==> src/rtl/seven_seg_scan_driver.sv <==
// Multiplexed 8-digit seven-segment scan driver with frame-synchronous shadowing.
// Optional anti-ghost blanking at each slot start: define SEVEN_SEG_SCAN_DRIVER_BLANK_EN.
module seven_seg_scan_driver #(
    parameter int PRESCALE     = 1024,
    parameter int BLANK_CYCLES = 16
) (
    input  logic        clk,
    input  logic        rst,
    input  logic [7:0]  disp_en,
    input  logic [31:0] disp,
    input  logic [7:0]  disp_dot,
    output logic [7:0]  anode,
    output logic [6:0]  seg,
    output logic        dp,
    output logic        frame_start
);

    localparam int CW = $clog2(PRESCALE);

    if (PRESCALE < 2 || PRESCALE > 65536) begin : g_bad_prescale
        $error("PRESCALE out of range 2..65536");
    end
    if (BLANK_CYCLES < 1 || BLANK_CYCLES >= PRESCALE) begin : g_bad_blank
        $error("BLANK_CYCLES out of range 1..PRESCALE-1");
    end

    logic [CW-1:0] cnt;
    logic [2:0]    dig;
    logic          first;
    logic [7:0]    sh_en, sh_dot;
    logic [31:0]   sh_disp;

    logic          tick, load, blank, show;
    logic [7:0]    en_eff, dot_eff;
    logic [31:0]   disp_eff;
    logic [3:0]    nib;
    logic [7:0]    anode_d;
    logic [6:0]    seg_d;
    logic          dp_d;

    function automatic logic [6:0] hex7(input logic [3:0] v);
        case (v)
            4'h0: hex7 = 7'h3F;  4'h1: hex7 = 7'h06;  4'h2: hex7 = 7'h5B;  4'h3: hex7 = 7'h4F;
            4'h4: hex7 = 7'h66;  4'h5: hex7 = 7'h6D;  4'h6: hex7 = 7'h7D;  4'h7: hex7 = 7'h07;
            4'h8: hex7 = 7'h7F;  4'h9: hex7 = 7'h6F;  4'hA: hex7 = 7'h77;  4'hB: hex7 = 7'h7C;
            4'hC: hex7 = 7'h39;  4'hD: hex7 = 7'h5E;  4'hE: hex7 = 7'h79;  default: hex7 = 7'h71;
        endcase
    endfunction

    assign tick = (cnt == CW'(PRESCALE - 1));
    assign load = first | (tick & (dig == 3'd7));

`ifdef SEVEN_SEG_SCAN_DRIVER_BLANK_EN
    assign blank = (cnt < CW'(BLANK_CYCLES));
`else
    assign blank = 1'b0;
`endif

    // On the first cycle out of reset the shadow is loading this very edge, so
    // display from the inputs directly; digit 0 then gets its full slot.
    assign en_eff   = first ? disp_en  : sh_en;
    assign dot_eff  = first ? disp_dot : sh_dot;
    assign disp_eff = first ? disp     : sh_disp;

    always_comb begin
        nib     = disp_eff[{dig, 2'b00} +: 4];
        show    = en_eff[dig] & ~blank;
        anode_d = '0;
        seg_d   = '0;
        dp_d    = 1'b0;
        if (show) begin
            anode_d = 8'b1 << dig;
            seg_d   = hex7(nib);
            dp_d    = dot_eff[dig];
        end
    end

    always_ff @(posedge clk) begin
        if (rst) begin
            cnt         <= '0;
            dig         <= '0;
            first       <= 1'b1;
            sh_en       <= '0;
            sh_dot      <= '0;
            sh_disp     <= '0;
            anode       <= '0;
            seg         <= '0;
            dp          <= 1'b0;
            frame_start <= 1'b0;
        end else begin
            first       <= 1'b0;
            cnt         <= tick ? '0 : cnt + 1'b1;
            if (tick) dig <= dig + 3'd1;
            if (load) begin
                sh_en   <= disp_en;
                sh_dot  <= disp_dot;
                sh_disp <= disp;
            end
            frame_start <= load;
            anode       <= anode_d;
            seg         <= seg_d;
            dp          <= dp_d;
        end
    end

endmodule

==> config.mk <==
export PLATFORM = sky130hd
export DESIGN_NAME = seven_seg_scan_driver
export DESIGN_NICKNAME = d
export VERILOG_FILES = /design/src/rtl/seven_seg_scan_driver.sv
export SDC_FILE = /design/constraint.sdc
export NUM_CORES = 1
export LEC_CHECK = 0
export BUFFER_PORTS_ARGS = -buffer_cell sky130_fd_sc_hd__buf_2
export CAP_MARGIN = 20
export CORE_ASPECT_RATIO = 1.75
export CORE_UTILIZATION = 50
export CTS_CLUSTER_DIAMETER = 150
export DETAILED_ROUTE_END_ITERATION = 8
export PLACE_DENSITY = 0.75
export SYNTH_ARGS = -nofsm -noshare
export SYNTH_HDL_FRONTEND = slang
export SYNTH_SLANG_ARGS = --single-unit
==> constraint.sdc <==
create_clock -name clk -period 2.21 [get_ports clk]
set_input_delay 0.5525 -clock clk [delete_from_list [all_inputs] [get_ports clk]]
set_output_delay 0.5525 -clock clk [all_outputs]
set_load 0.01 [all_outputs]
* After elaboration in Yosys (flattened, before gate mapping)
Memory sizes are Yosys's and may differ from the RTL's. A register that Yosys moved wholly into a read port is not among the register bits.
Cells that the tools add are included.
** Storage, ports and cells
- Register bits :: 72
- Bits in read-only memories :: 112
- Input port bits :: 50
- Output and inout bits :: 17
- Word-level logic and storage cells :: 30
- Memories :: 1
** Operators by class
- Add/sub/neg operators :: 2
- Magnitude comparators :: 1
- Equal/unequal tests :: 2
- Shift operators :: 2
- Mux-type cells :: 8
- Bitwise gates (word level) :: 3
- Reduce and logical (&&, ||, !) cells :: 2
** Memories
- (no name shown) :: depth 16, bits a word 7, read ports 1, clocked after Yosys merged registers in 1, wr ports 0, RTL line 42 : case (v)
** Operators with widths (number)
- $mux W32 :: 1
- $shiftx A32 B6 Y4 :: 1
- $mux W8 :: 2
- $add A10 B1 Y10 const B :: 1
- $eq A10 B10 Y1 const B :: 1
- $shl A1 B3 Y8 const A :: 1
- $bmux W1 S3 :: 2
- $lt A3 B4 Y1 const B :: 1
- $reduce_or A2 Y1 :: 2
- $add A3 B1 Y3 const B :: 1
- $eq A3 B3 Y1 const B :: 1
- $mux W1 :: 3
- $and A1 B1 Y1 :: 1
- $not A1 Y1 :: 1
- $or A1 B1 Y1 :: 1

* Depth between registers and ports, before layout
Gate-level depths: netlist of run 1.
- Word-level depth :: 5
- Depth in mapped cells :: 13
- Depth with buffers taken out :: 10

* Least setup slack after synthesis of run 1
OpenSTA, ideal clock, no wires.
- Kind :: reg-to-reg
- Start :: register first
- End :: register seg[1]
- Library setup time :: 0.095 ns
- Data arrival time :: 2.347 ns
- Data required time :: 2.115 ns
- Slack :: -0.233 ns
- Cell stages (with the launch flop) :: 12
- Buffers on the path :: 3
- Clock period less this slack :: 2.443 ns
- Cells stage by stage :: dfxtp_1 > buf_6 > buf_12 > buf_2 > mux4_2 > a22oi_1 > nand2_1 > inv_1 > ha_1 > nor2_1 > a21oi_1 > a221oi_1
** On the way
- Cells in the longest elaborated chain, start to end :: 5
- Elaborated cells between the ends (all ways) :: 7
- Classes of those cells :: shift: 1; mux: 4; bitwise: 1; reduce/logical: 1
** Ends and longest elaborated chain
- start, declared :: RTL line 29 : logic first;
- start signal, assigned :: RTL line 82 : first <= 1'b1;
- start signal, assigned :: RTL line 91 : first <= 1'b0;
- parallel branches: the longest is 5 deep, another holds $mux W32
- end, declared :: RTL line 13 : output logic [6:0] seg,
Several ways; the timed one is not identified. The select of a mux whose other input is x is not followed.
A chain may end at the register's enable or synchronous reset.

* Worst setup path after layout of run 1
- Start :: register first
- End :: register seg[0]
Same word-level chain as after synthesis.

==> metrics.md, run 1 <==
| Metric | Value |
|---|---|
| Outcome | complete, but fails checks |
| Violated checks | setup timing |
| Core box area | 0.00728 mm2 |
| TritonRoute pass-1 iters | 5 |
| Clock root buffer | clkbuf_16 |
| Vias per inst | 5.55 |
| Post-CTS Hold Buffers | 0 |
| Deepest clock path buffer count | 2 |
| Startpoint Class | register |
| RSZ-0062 raised after global routing | yes |
| Vias in the first global route | 3458 |
| Final wirelength | 9.89 mm |
| Final setup vio count | 2 |
| I/O pins | 67 |
| Slew @ Worst Pin | 442 ps |
| Worst path slowest cell | mux4_2 |
| First-pass GRT wire length | 15.6 mm |
| Post-synthesis mux area share | 17.2% |
| Routed Antenna Nets | 0 |
| Grt ovf | 0 |
| Gate Count Post-Synth | 406 |
| WP data arrival | 2460 ps |
| Final min period | 2240 ps |
| Crit. End Element | register |
| Reg power frac | 42.1% |
| P_sw | 0.833 mW |
| Top FF cell, synth | dfxtp_1 |
| Drt wl/cell | 16.6 um |
| Power Total | 3.62 mW |
| TritonCTS clock tree | yes |
| Comb power frac | 13.5% |
| Area grow syn2layout | 32.6% |
| Worst clock skew | 6.68 ps |
| Max frequency | 0.446 GHz |
| Initial Utilization | 52.0% |
| H-Tree Depth | 3 |
| Sequential area share after synthesis | 41.7% |
| Maximum fanout along the worst path | 6 |
| Max-slew violation count | 0 |
| Reg clk slew, reported paths | 60 ps |
| Worst-Skew Late Latency | 330 ps |
| Row count | 41 |
| Post-Layout Cell Count | 596 |
| Die Span Y | 117 um |
| XOR/XNOR Fraction of Synth Area | 2.08% |
| Post-synthesis compound-gate area fraction | 12.0% |
| Final GP Congestion | 0.891 |
| Lkg Pwr | 2.17 nW |
| DR vias | 3309 |
| Worst rel slew slack | 70.5% |
| Nets@finish | 568 |
| Initial DRC Count | 123 |
| Yosys cell types | 45 |
| Layout cells sized above 1 | 37.1% |
| Synthesized Nets | 469 |
| Sw frac | 23.0% |
| CP required | 2430 ps |
| Hold Crit Class | register to register |
| Async SR Flop Fraction | 0% |
| Pwr Density | 721 mW/mm2 |
| Crit-path cells | buf_12, mux4_2, a22o_4, a41oi_4, buf_4, nor3_1, o31a_1 |
| Internal power | 2.79 mW |
| Antenna cells | 0 |
| Peak VDD IR | 625 uV |
| Crit Path Class | register to register |
| Slowest stage delay, CP | 530 ps |
| Post-DP HPWL | 6.92 mm |
| Final hold vios | 0 |
| Area leader, netlist | dfxtp_1 |
| Post-route DRC | 0 |
| Clk sink count | 79 |
| Largest net degree at the start of global routing | 43 |
| Clock power share | 44.4% |
| IO buf count | 66 |
| Antenna violations before repair | 0 |
| Die Span X | 67.8 um |
| Yosys top cell area share | 41.7% |
| Cells after DPL | 572 |
| CP bufs+invs | 2 |
| Synth area leaders | dfxtp_1 42%, nand2_1 10%, mux4_2 7.7% |
| Final Util | 69.0% |
| Largest family of logic cells by synthesized area | simple AND/OR/NAND/NOR gates |
| MaxCap Viol Count | 0 |
| Gr usage total | 27.2% |
| Total CTS buffers | 9 |
| Number of synthesized flops with an enable pin | 0 |
| Synthesis-stage register bit count | 79 |
| Post-Synth Adder-Cell Area | 4.29% |
| Simple-gate share of the synthesized area | 17.6% |
| Worst Setup Slack, final | -30.2 ps |
| Yosys Warn Count | 0 |
| Synthesized cell area | 0.00379 mm2 |
| Final worst-path cycle share | 101% |
| Worst path top cell family by delay | compound AO/OA/AOI/OAI gates |
| Mapped Avg Cell Area | 9.33 um2 |
| Die Area | 0.00794 mm2 |
cells by family after synthesis:
group	count (synthesis)
and+or+nand+nor	158
AOI/OAI and AO/OA	76
xor gates and xnor gates	9
adders and majority gates	13
DFF	79
muxes	37
buffers and inverters	34
final cells by class:
| cell class | count | area (um2) |
|---|---|---|
| Tap cell | 86 | 108 |
| Multi-Input combinational cell | 293 | 2180 |
| Inverter | 7 | 31.3 |
| Clock buffer | 13 | 260 |
| Sequential cell | 79 | 1590 |
| Timing Repair Buffer | 115 | 792 |
| Clock inverter | 3 | 65.1 |
| Fill cell | 553 | 2260 |
registers in the layout, summed over array words and instances, names as in the netlist, 3 cells and up:
signal   count
anode        8
cnt         10
dig          3
seg          7
sh_disp     32
sh_dot       8
sh_en        8
synthesized netlist by cell type, types with 2 or more instances:
cell type  instances
nor3_1             2
buf_2              6
inv_1              6
nor3b_1            2
a22oi_1            2
mux2i_1           15
nor2_1            22
mux4_2            13
clkbuf_1          15
nand2_1          103
xor2_1             5
dfxtp_1           79
nand3_1            8
and2_1            10
nand4_1            2
nor2b_1            2
a21oi_1           54
mux4_1             7
a22oi_2            2
a221oi_1           5
o21ai_0            4
ha_1              13
buf_6              2
buf_4              2
xnor2_1            4
buf_12             2
worst reg2reg max path: stages (launching register included):
cell	delay, ps
dfxtp_4	390
buf_12	140
mux4_2	530
a22o_4	280
a41oi_4	290
buf_4	170
nor3_1	40
o31a_1	290
per-layer routing:
layer  wire length, um  global-route usage (%)
met1              3420                    25.8
met4               418                    15.7
met5                 0                       0
met2              5690                    51.5
met3               357                    5.72
final timing paths:
check | depth (start not counted) | startpoint | slack (ps) | to
hold reg to reg | 2 | sh_en[1] | 450 | sh_en[1]
setup reg to reg | 7 | first | -30 | seg[0]
hold / removal | 2 | sh_en[1] | 450 | sh_en[1]
setup / recovery | 7 | first | -30 | seg[0]
through the flow:
stage	cell area, um2	TNS (ps)	hold slack [ps]	setup WS [ps]
2_1_floorplan	3810	-22.3	427	-22.3
4_1_cts	4900	-96.0	451	-41.0
6_report	5020	-44.5	451	-30.2
3_5_place_dp	4450	-1030	443	-201
5_1_grt	5020	-533	466	-89.3
3_3_place_gp	4450	-975	433	-176
power by group through the flow:
stage / Combinational, mW / Clock (mW) / Sequential, mW
floorplan: 0.264 / 0 / 1.55
global placement: 0.413 / 0 / 1.55
detailed placement: 0.421 / 0 / 1.55
CTS: 0.449 / 1.63 / 1.52
global route: 0.530 / 1.69 / 1.53
finish: 0.488 / 1.61 / 1.52
layout by cell type, fill, tap and decap left out, types with 4 or more instances in the layout:
cell	instances
nand3_1	8
and2_1	9
xor2_1	5
mux4_2	18
clkbuf_16	9
a21oi_1	50
dfxtp_1	78
nor2_1	19
mux2i_1	12
buf_2	66
nand2_1	100
a22oi_2	4
buf_4	40
inv_1	4
nand2_2	4
ha_1	9
a221oi_2	4
buf_12	5
xnor2_1	4
timing repair:
| item | CTS | global route |
|---|---|---|
| pin swaps | 11 | 12 |
| setup endpoints to repair | 7 | 8 |
| resized for setup | 13 | 37 |
| buffers inserted | 6 | 1 |
| gates cloned | 1 | 0 |
No activity file was read; power rests on OpenSTA's default activity.
==> run 2, diff against run 1 <==
--- a/config.mk
+++ b/config.mk
@@ -5,13 +5,16 @@
 export SDC_FILE = /design/constraint.sdc
 export NUM_CORES = 1
 export LEC_CHECK = 0
+export ABC_CLOCK_PERIOD_IN_PS = 2210
 export BUFFER_PORTS_ARGS = -buffer_cell sky130_fd_sc_hd__buf_2
 export CAP_MARGIN = 20
+export CELL_PAD_IN_SITES_DETAIL_PLACEMENT = 0
+export CELL_PAD_IN_SITES_GLOBAL_PLACEMENT = 1
 export CORE_ASPECT_RATIO = 1.75
-export CORE_UTILIZATION = 50
+export CORE_UTILIZATION = 38
 export CTS_CLUSTER_DIAMETER = 150
 export DETAILED_ROUTE_END_ITERATION = 8
-export PLACE_DENSITY = 0.75
+export PLACE_DENSITY_LB_ADDON = 0.1
 export SYNTH_ARGS = -nofsm -noshare
 export SYNTH_HDL_FRONTEND = slang
 export SYNTH_SLANG_ARGS = --single-unit
==> metrics.md, run 2 (synthesis results as in run 1) <==
| Metric | Value |
|---|---|
| First-pass GRT wire length | 15.4 mm (was 15.6 mm) |
| Antenna violations before repair | 0 (unchanged) |
| CP required | 2430 ps (about the same) |
| Worst-Skew Late Latency | 340 ps (was 330 ps) |
| MaxCap Viol Count | 0 (unchanged) |
| WP data arrival | 2540 ps (was 2460 ps) |
| Vias in the first global route | 3217 (was 3458) |
| Design area | 0.00490 mm2 (was 0.00502 mm2) |
| Setup WS pre-CTS | -257 ps (was -201 ps) |
| DP Area | 0.00450 mm2 (was 0.00445 mm2) |
| Post-route DRC | 0 (unchanged) |
| Crit-path cells | buf_12, buf_4, buf_4, mux4_2, a22oi_2, nand2_2, nor2_1, nor3b_1, o31a_1 (was buf_12, mux4_2, a22o_4, a41oi_4, buf_4, nor3_1, o31a_1) |
| Clk sink count | 79 (unchanged) |
| Grt ovf | 0 (unchanged) |
| I/O pins | 67 (unchanged) |
| Routed Antenna Nets | 0 (unchanged) |
| Final worst-path cycle share | 105% (was 101%) |
| Post-DP HPWL | 7.12 mm (was 6.92 mm) |
| Violated checks | setup timing (unchanged) |
| Registers with the most flip-flops | sh_disp: 32 flops, cnt: 10 flops (unchanged) |
| Largest net degree at the start of global routing | 44 (was 43) |
| Sum of negative setup slack | -311 ps (was -44.5 ps) |
| Row count | 47 (was 41) |
| Cell count of the worst reg-to-reg path | 9 (was 7) |
| Crit. End Element | register (unchanged) |
| DR vias | 3204 (was 3309) |
| Lkg Pwr | 2.13 nW (was 2.17 nW) |
| Layout cells sized above 1 | 34.1% (was 37.1%) |
| Deepest clock path buffer count | 2 (unchanged) |
| Worst path top cell family by delay | multiplexers (was compound AO/OA/AOI/OAI gates) |
| Initial Utilization | 39.5% (was 52.0%) |
| Reg clk slew, reported paths | 60 ps (about the same) |
| Peak VDD IR | 394 uV (was 625 uV) |
| Worst rel slew slack | 67.1% (was 70.5%) |
| Slew @ Worst Pin | 492 ps (was 442 ps) |
| IO buf count | 66 (unchanged) |
| Clock root buffer | clkbuf_16 (unchanged) |
| Slowest stage delay, CP | 540 ps (was 530 ps) |
| Core box area | 0.00959 mm2 (was 0.00728 mm2) |
| CP bufs+invs | 3 (was 2) |
| Max-slew violation count | 0 (unchanged) |
| Pwr Density | 672 mW/mm2 (was 721 mW/mm2) |
| Final wirelength | 9.44 mm (was 9.89 mm) |
| Crit Path Class | register to register (unchanged) |
| Instance count on the critical path | 9 (was 7) |
| Antenna cells | 0 (unchanged) |
| Max FFs per register | 32 (unchanged) |
| TritonCTS clock tree | yes (unchanged) |
| Die Area | 0.0104 mm2 (was 0.00794 mm2) |
| Biggest register | sh_disp (unchanged) |
| Fill count | 931 (was 553) |
| Final GP Congestion | 0.777 (was 0.891) |
| Worst path slowest cell | mux4_2 (unchanged) |
| Startpoint Class | register (unchanged) |
| Final hold vios | 0 (unchanged) |
| Commonest non-fill, non-tap cells in the layout | 101 x nand2_1, 78 x dfxtp_1, 66 x buf_2 (was 100 x nand2_1, 78 x dfxtp_1, 66 x buf_2) |
| Gr usage total | 19.5% (was 27.2%) |
| Area grow syn2layout | 29.4% (was 32.6%) |
| Worst Hold Depth | 2 (unchanged) |
| Vias per inst | 5.07 (was 5.55) |
| RSZ-0062 raised after global routing | yes (unchanged) |
| TritonRoute pass-1 iters | 4 (was 5) |
| Power Total | 3.29 mW (was 3.62 mW) |
| Worst clock skew | 5.82 ps (was 6.68 ps) |
| Final min period | 2320 ps (was 2240 ps) |
| H-Tree Depth | 3 (unchanged) |
| Total CTS buffers | 9 (unchanged) |
| Crit-path most repeated cell | buf_4 |
| Worst Setup Slack, final | -110 ps (was -30.2 ps) |
| Die Span X | 77.5 um (was 67.8 um) |
| Maximum fanout along the worst path | 6 (unchanged) |
| Drt wl/cell | 14.9 um (was 16.6 um) |
| Hold Crit Class | register to register (unchanged) |
| Nets@finish | 569 (was 568) |
| Tightest hold margin | 447 ps (was 451 ps) |
| Max frequency | 0.431 GHz (was 0.446 GHz) |
| Commonest non-fill, non-tap cell in the layout | nand2_1 (unchanged) |
| Outcome | complete, but fails checks (unchanged) |
| Final setup vio count | 5 (was 2) |
| Initial DRC Count | 134 (was 123) |
| Die Span Y | 134 um (was 117 um) |
[run 2: cell types whose count changed in the layout (fill, tap and decap cells not counted), moves of 3 or more]
cell,previous run,this run
buf_12,5,2
buf_4,40,43
mux4_1,2,5
nor2_1,19,22
mux4_2,18,15
[run 2: worst min-delay path, delay by kind of cell, from the launching register on]
kind	cells	cell delay, ps
DFF	1	300
and+or+nand+nor	1	50
AOI/OAI and AO/OA	1	50
[run 2: power breakdown]
| part | internal (mW) | total, mW | switching [mW] |
|---|---|---|---|
| combinational | 0.233 | 0.460 | 0.228 |
| clock | 0.750 | 1.31 | 0.562 |
| sequential | 1.49 | 1.52 | 0.0319 |
[run 2: routing by layer]
layer	GRT usage [%]	vias up	share of wire [%]
met5	0	-	0
met4	8.18	0	2.4
met3	4.29	17	2.7
met2	37.0	54	56
met1	20.1	1530	39
li1	-	1603	-
[run 2: cell type report]
cell class	instances	area [um2]	share of cell area, %
tap	122	153	3.11
clock buffer	11	233	4.75
timing repair buffer	116	749	15.3
multi-input combinational	293	2130	43.4
inverter	7	31.3	0.638
clock inverter	4	23.8	0.485
sequential	79	1590	32.3
[run 2: repair_timing]
action	4_1_cts	5_1_grt
buffers inserted	3	2
gates resized for setup	10	21
endpoints found under the setup margin	7	8
pin swaps	4	4
hold buffers	0	0
[run 2: final timing paths]
kind               startpoint          end  slack [ps]
setup / recovery        first       seg[0]        -110
hold / removal    sh_disp[30]  sh_disp[30]         450
setup reg to reg        first       seg[0]        -110
hold reg to reg   sh_disp[30]  sh_disp[30]         450
[run 2: through the flow]
stage | std cells | utilization, %
final | 632 | 51.2
after global routing | 632 | 51.2
after CTS | 630 | 50.1
after detailed placement | 612 | 46.9
after global placement | 612 | 46.9
after floorplan | 406 | -
